File: src/rtl/pipeline_ctrl.sv
// Hazard and sequencing controller for the IF/ID/EX pipeline.
// Produces per-stage write-enables and bubble flushes for load-use stalls,
// EX-resolved redirects, data-memory wait freezes and the multi-cycle EX
// unit handshake (with timeout), and keeps stall/flush performance counters.
//
// state      | meaning
// -----------+----------------------------------------------------------
// ST_RUN     | normal flow; stalls/redirects resolved each cycle
// ST_MC_WAIT | multi-cycle op in flight; front frozen, EX/MEM bubbled
module pipeline_ctrl #(
  parameter int REG_ADDR_WIDTH = 5,
  parameter int MC_TIMEOUT     = 64,
  parameter int CNT_WIDTH      = 32
) (
  input  logic                      clk,
  input  logic                      rst,
  input  logic [REG_ADDR_WIDTH-1:0] id_rs1_addr_i,
  input  logic [REG_ADDR_WIDTH-1:0] id_rs2_addr_i,
  input  logic                      id_rs1_used_i,
  input  logic                      id_rs2_used_i,
  input  logic [REG_ADDR_WIDTH-1:0] ex_rd_addr_i,
  input  logic                      ex_MemRead_i,
  input  logic                      ex_redirect_i,
  input  logic                      ex_mc_valid_i,
  input  logic                      mc_done_i,
  input  logic                      mem_busy_i,
  output logic                      pc_we_o,
  output logic                      if_id_we_o,
  output logic                      if_id_flush_o,
  output logic                      id_ex_we_o,
  output logic                      id_ex_flush_o,
  output logic                      ex_mem_we_o,
  output logic                      ex_mem_flush_o,
  output logic                      mc_start_o,
  output logic                      mc_timeout_o,
  output logic [CNT_WIDTH-1:0]      stall_cnt_o,
  output logic [CNT_WIDTH-1:0]      flush_cnt_o
);

  typedef enum logic [0:0] {
    ST_RUN     = 1'b0,
    ST_MC_WAIT = 1'b1
  } state_t;

  // Wait counter only has to reach MC_TIMEOUT-1.
  localparam int TW = (MC_TIMEOUT > 1) ? $clog2(MC_TIMEOUT) : 1;
  localparam logic [TW-1:0] CNT_LAST = TW'(MC_TIMEOUT - 1);

  state_t               state_q, state_d;
  logic [TW-1:0]        cnt_q, cnt_d;
  logic                 done_pending_q, done_pending_d;
  logic                 timeout_q, timeout_d;
  logic [CNT_WIDTH-1:0] stall_cnt_q, stall_cnt_d;
  logic [CNT_WIDTH-1:0] flush_cnt_q, flush_cnt_d;

  logic load_use;
  logic rs1_hit;
  logic rs2_hit;
  logic rel;

  // Load-use hazard: a load in EX writes a register the ID instruction reads.
  always_comb begin
    rs1_hit  = id_rs1_used_i && (id_rs1_addr_i == ex_rd_addr_i);
    rs2_hit  = id_rs2_used_i && (id_rs2_addr_i == ex_rd_addr_i);
    load_use = ex_MemRead_i && (ex_rd_addr_i != '0) && (rs1_hit || rs2_hit);
    // A done pulse that landed during a memory freeze is remembered in
    // done_pending_q so the release still happens on the first free cycle.
    rel      = mc_done_i || done_pending_q || (cnt_q == CNT_LAST);
  end

  // Stage control decode and next-state computation.
  always_comb begin
    pc_we_o        = 1'b0;
    if_id_we_o     = 1'b0;
    if_id_flush_o  = 1'b0;
    id_ex_we_o     = 1'b0;
    id_ex_flush_o  = 1'b0;
    ex_mem_we_o    = 1'b0;
    ex_mem_flush_o = 1'b0;
    mc_start_o     = 1'b0;
    state_d        = state_q;
    cnt_d          = cnt_q;
    done_pending_d = done_pending_q;
    timeout_d      = timeout_q;

    if (rst) begin
      // Outputs stay at the freeze pattern; registers reset in the flop block.
    end else if (mem_busy_i) begin
      if ((state_q == ST_MC_WAIT) && mc_done_i) begin
        done_pending_d = 1'b1;
      end
    end else if ((state_q == ST_RUN) && ex_mc_valid_i) begin
      mc_start_o     = 1'b1;
      ex_mem_we_o    = 1'b1;
      ex_mem_flush_o = 1'b1;
      state_d        = ST_MC_WAIT;
      cnt_d          = '0;
    end else if ((state_q == ST_MC_WAIT) && !rel) begin
      ex_mem_we_o    = 1'b1;
      ex_mem_flush_o = 1'b1;
      cnt_d          = cnt_q + TW'(1);
    end else begin
      // RUN without a new multi-cycle op, or the release cycle of MC_WAIT.
      // On release ex_mc_valid_i is ignored so the retiring op never restarts.
      if (state_q == ST_MC_WAIT) begin
        state_d        = ST_RUN;
        done_pending_d = 1'b0;
        if (!mc_done_i && !done_pending_q) begin
          timeout_d = 1'b1;
        end
      end
      if (ex_redirect_i) begin
        pc_we_o       = 1'b1;
        if_id_we_o    = 1'b1;
        id_ex_we_o    = 1'b1;
        ex_mem_we_o   = 1'b1;
        if_id_flush_o = 1'b1;
        id_ex_flush_o = 1'b1;
      end else if (load_use) begin
        id_ex_we_o    = 1'b1;
        id_ex_flush_o = 1'b1;
        ex_mem_we_o   = 1'b1;
      end else begin
        pc_we_o     = 1'b1;
        if_id_we_o  = 1'b1;
        id_ex_we_o  = 1'b1;
        ex_mem_we_o = 1'b1;
      end
    end

    stall_cnt_d = pc_we_o       ? stall_cnt_q : stall_cnt_q + CNT_WIDTH'(1);
    flush_cnt_d = if_id_flush_o ? flush_cnt_q + CNT_WIDTH'(1) : flush_cnt_q;
  end

  // State, wait counter, sticky timeout and performance counters.
  always_ff @(posedge clk) begin
    if (rst) begin
      state_q        <= ST_RUN;
      cnt_q          <= '0;
      done_pending_q <= 1'b0;
      timeout_q      <= 1'b0;
      stall_cnt_q    <= '0;
      flush_cnt_q    <= '0;
    end else begin
      state_q        <= state_d;
      cnt_q          <= cnt_d;
      done_pending_q <= done_pending_d;
      timeout_q      <= timeout_d;
      stall_cnt_q    <= stall_cnt_d;
      flush_cnt_q    <= flush_cnt_d;
    end
  end

  assign mc_timeout_o = timeout_q;
  assign stall_cnt_o  = stall_cnt_q;
  assign flush_cnt_o  = flush_cnt_q;

endmodule

File: config.mk
export PLATFORM = sky130hd
export DESIGN_NAME = pipeline_ctrl
export DESIGN_NICKNAME = d
export VERILOG_FILES = /design/src/rtl/pipeline_ctrl.sv
export SDC_FILE = /design/constraint.sdc
export NUM_CORES = 1
export LEC_CHECK = 0
export BUFFER_PORTS_ARGS = -buffer_cell sky130_fd_sc_hd__buf_2
export CAP_MARGIN = 10
export CORE_MARGIN = 1.5
export CORE_UTILIZATION = 53
export CTS_CLUSTER_SIZE = 20
export DETAILED_ROUTE_END_ITERATION = 10
export PLACE_DENSITY = 0.77
export SLEW_MARGIN = 40
export SYNTH_ARGS = -nofsm -noshare
export SYNTH_HDL_FRONTEND = slang
export SYNTH_SLANG_ARGS = --single-unit
File: constraint.sdc
create_clock -name clk -period 2.8 [get_ports clk]
set_input_delay 0.42 -clock clk [delete_from_list [all_inputs] [get_ports clk]]
set_output_delay 0.42 -clock clk [all_outputs]
set_load 0.03 [all_outputs]
==> results.py <==
metrics = {
    "critical_path": {
        "critPathRequiredTime_ps": 2380,
        "worstPathMaxFanout": 9,
        "ff2ff_setup_slack_ps": 390,
        "startpoint": "cnt_q[0]$_SDFFE_PP0N_",
        "crit_type": "reg2out",
        "timing.rr.start": "cnt_q[0]$_SDFFE_PP0N_",
        "reg2reg_depth": 8,
        "r2r_end": "flush_cnt_o[24]$_SDFFE_PP0P_",
        "cp-start-kind": "register",
        "worstSetupEndpointType": "output pin",
        "arrival_ps": 2140,
        "critPathCapture": "if_id_flush_o",
    },
    "placed_design": {
        "dp.cells": 604,
        "dp_hpwl_um": 6360,
        "gp_congestion": 0.773,
        "portBuffers": 96,
    },
    "yosys": {
        "ys_seq_area_frac": 0.404,
        "dominantRegCellSynth": "dfxtp_1",
        "ys_warn_count": 0,
        "syn_area_per_cell_um2": 8.25,
        "synth_nets": 465,
        "syn_area_um2": 3610,
        "synth_seq_cells": 73,
        "synth_edf_count": 0,
        "synth.distinct_cells": 48,
        "async_flop_share": 0,
        "synthCells": 438,
    },
    "power_and_ir_drop": {
        "peakVddDrop_uv": 356,
        "p_leak_nw": 1.75,
        "power.density_nw_per_um2": 501,
    },
    "drt": {
        "wire_per_inst_um": 14.7,
        "drtPass1Iterations": 7,
        "num_vias": 3562,
        "totalWireLength_um": 9080,
        "via_per_inst": 5.75,
        "final_antenna_net_count": 0,
        "drtIter0Drc": 178,
        "drc": 5,
    },
    "timing": {
        "setup_viol": 0,
        "finalMaxSlewViolations": 0,
        "rsz0062_at_grt": "false",
        "final-hold-violation-count": 0,
        "relSlewSlack": 0.497,
        "fmax_ghz": 0.391,
        "fin_crit_sh": 0.913,
        "min_period_ps": 2560,
        "worst_pin_slew_ps": 754,
        "hold_ws_ps": 372,
        "tns_ps": 0,
        "clock_skew_ps": 10.3,
    },
    "layout": {
        "final_nets": 565,
        "final_cells": 619,
        "multi_input_area_um2": 2050,
        "num_antenna_cells": 0,
        "area_growth_pct": 22.5,
        "regArea_um2": 1460,
        "drive_gt1_frac": 0.245,
        "fillers": 569,
    },
    "grt": {
        "grt_max_degree": 75,
        "overflow": 0,
        "use_met2": 0.419,
        "use_met1": 0.319,
        "antenna_found_initial": 0,
        "grtUsageTotal": 0.252,
        "grt_pass1_wl_um": 14900,
        "grt_use_met3": 0.0404,
        "first_global_vias": 3252,
        "busiest_layer": "met2",
    },
    "clock_tree": {
        "clock-root-buffer": "clkbuf_8",
        "clk_pin_slew_ps": 80,
        "post-cts-setup-buffers": 0,
        "cts_hold_buf": 0,
        "clock_sinks": 73,
        "htree_levels": 3,
        "cts_made_buffers": 9,
        "tritoncts": "done",
        "cts_resized": 0,
        "worstSkewPairLatency_ps": 360,
        "clock_tree.buffer_depth": 2,
    },
    "run_status": {
        "status": "finished with violations",
        "failed_checks": "DRC",
    },
    "floorplanning": {
        "io_pins": 97,
        "fp.dieW_um": 85.6,
        "initial_core_util": 0.560,
        "die_h_um": 85.6,
        "dieArea_um2": 7320,
        "fp.coreArea_um2": 6460,
        "rows": 29,
    },
    "min_path": {
        "holdCritPathClass": "in2reg",
    },
    "job": {
        "maxCapViolations": 0,
    },
}
worst min path at each step:
| stage | start | end | slack [ps] | cells after the start |
|---|---|---|---|---|
| final | mc_done_i | done_pending_q$_SDFFE_PP0P_ | 370 | 3 |
| after CTS | mc_done_i | done_pending_q$_SDFFE_PP0P_ | 370 | 3 |
| after floorplan | state_q$_SDFFE_PP0P_ | state_q$_SDFFE_PP0P_ | 480 | 2 |
| after global routing | mc_done_i | done_pending_q$_SDFFE_PP0P_ | 380 | 3 |
| after global placement | mc_timeout_o$_SDFFE_PP0P_ | mc_timeout_o$_SDFFE_PP0P_ | 460 | 2 |
| after detailed placement | mc_timeout_o$_SDFFE_PP0P_ | mc_timeout_o$_SDFFE_PP0P_ | 470 | 2 |
power by group:
| group | switching (W) | internal, W | total, W |
|---|---|---|---|
| clock network | 0.000404 | 0.000611 | 0.00102 |
| logic | 0.0000949 | 0.0000540 | 0.000149 |
| registers | 0.00000789 | 0.00104 | 0.00105 |
| total | 0.000506 | 0.00171 | 0.00222 |
cells in the mapped netlist, types with 7 or more instances:
cell type	number	area (um^2)
dfxtp_1	73	1460
nor2_1	55	206
a21oi_1	39	195
nand2_1	30	113
o21ai_0	28	140
nand3_1	26	130
or3_1	22	138
xor2_1	22	193
xnor2_1	21	184
nand4_1	18	113
nor3_1	15	75.1
clkbuf_1	11	41.3
and3_1	7	43.8
and4_1	7	61.3
or4_1	7	52.6
logic make-up (layout without fill, tap and decap cells):
logic type / after synthesis / after routing / synth area share
AND/OR/NAND/NOR: 209 / 209 / 0.303
multiplexers: 4 / 4 / 0.0121
flip-flops: 73 / 73 / 0.404
buffers and inverters: 22 / 126 / 0.0280
XOR/XNOR: 43 / 43 / 0.104
AO/OA/AOI/OAI: 84 / 84 / 0.138
adder cells (fa/ha/maj): 3 / 3 / 0.0104
area by class of cell:
| class | count | area share |
|---|---|---|
| timing repair buffer | 106 | 0.125 |
| sequential | 73 | 0.330 |
| clock buffer | 10 | 0.0311 |
| tap | 77 | 0.0218 |
| multi-input combinational | 343 | 0.464 |
| inverter | 5 | 0.00424 |
| clock inverter | 5 | 0.0235 |
cell usage in the layout (no fill, tap or decap), types with 3 or more instances in the layout:
| cell type | Yosys | layout |
|---|---|---|
| bufinv_16 | 0 | 3 |
| xnor2_1 | 21 | 21 |
| or4_1 | 7 | 7 |
| and4_1 | 7 | 7 |
| or3_1 | 22 | 22 |
| xor2_1 | 22 | 22 |
| ha_1 | 3 | 3 |
| o21ai_0 | 28 | 28 |
| nor2_1 | 55 | 54 |
| nand2b_1 | 3 | 3 |
| and3_1 | 7 | 7 |
| nand2_1 | 30 | 30 |
| or4b_1 | 3 | 3 |
| and2_1 | 3 | 3 |
| buf_4 | 2 | 10 |
| o31ai_1 | 5 | 5 |
| clkbuf_8 | 0 | 10 |
| nand3_1 | 26 | 26 |
| buf_2 | 2 | 96 |
| nor2b_1 | 4 | 4 |
| nor3_1 | 15 | 15 |
| a21oi_1 | 39 | 39 |
| inv_1 | 5 | 5 |
| nand4_1 | 18 | 18 |
| dfxtp_1 | 73 | 73 |
flip-flops by register name, summed over array words and instances, names as in the netlist:
register / flops
cnt_q: 6
mc_timeout_o: 1
state_q: 1
done_pending_q: 1
stall_cnt_o: 32
flush_cnt_o: 32
worst max-delay path, cell delays in order, from the launching register on:
cell,delay [ps]
dfxtp_1,380
ha_1,190
and3_1,260
a31oi_4,120
buf_4,190
nor2_1,360
buf_2,290
stage by stage:
step           power (W)  cell area, um^2  utilization  setup WS (ps)
3_5_place_dp     0.00123             4190        0.648            370
3_3_place_gp     0.00122             4190        0.648            422
2_1_floorplan    0.00118             3620            -            225
6_report         0.00222             4430        0.686            244
5_1_grt          0.00227             4430        0.686            122
4_1_cts          0.00223             4430        0.686            243
layer usage:
| metal | vias up | wire length (um) |
|---|---|---|
| met5 | - | 0 |
| met1 | 1694 | 4010 |
| met4 | 0 | 195 |
| met2 | 89 | 4490 |
| li1 | 1763 | - |
| met3 | 16 | 389 |
Power figures use the tool's default switching activity.
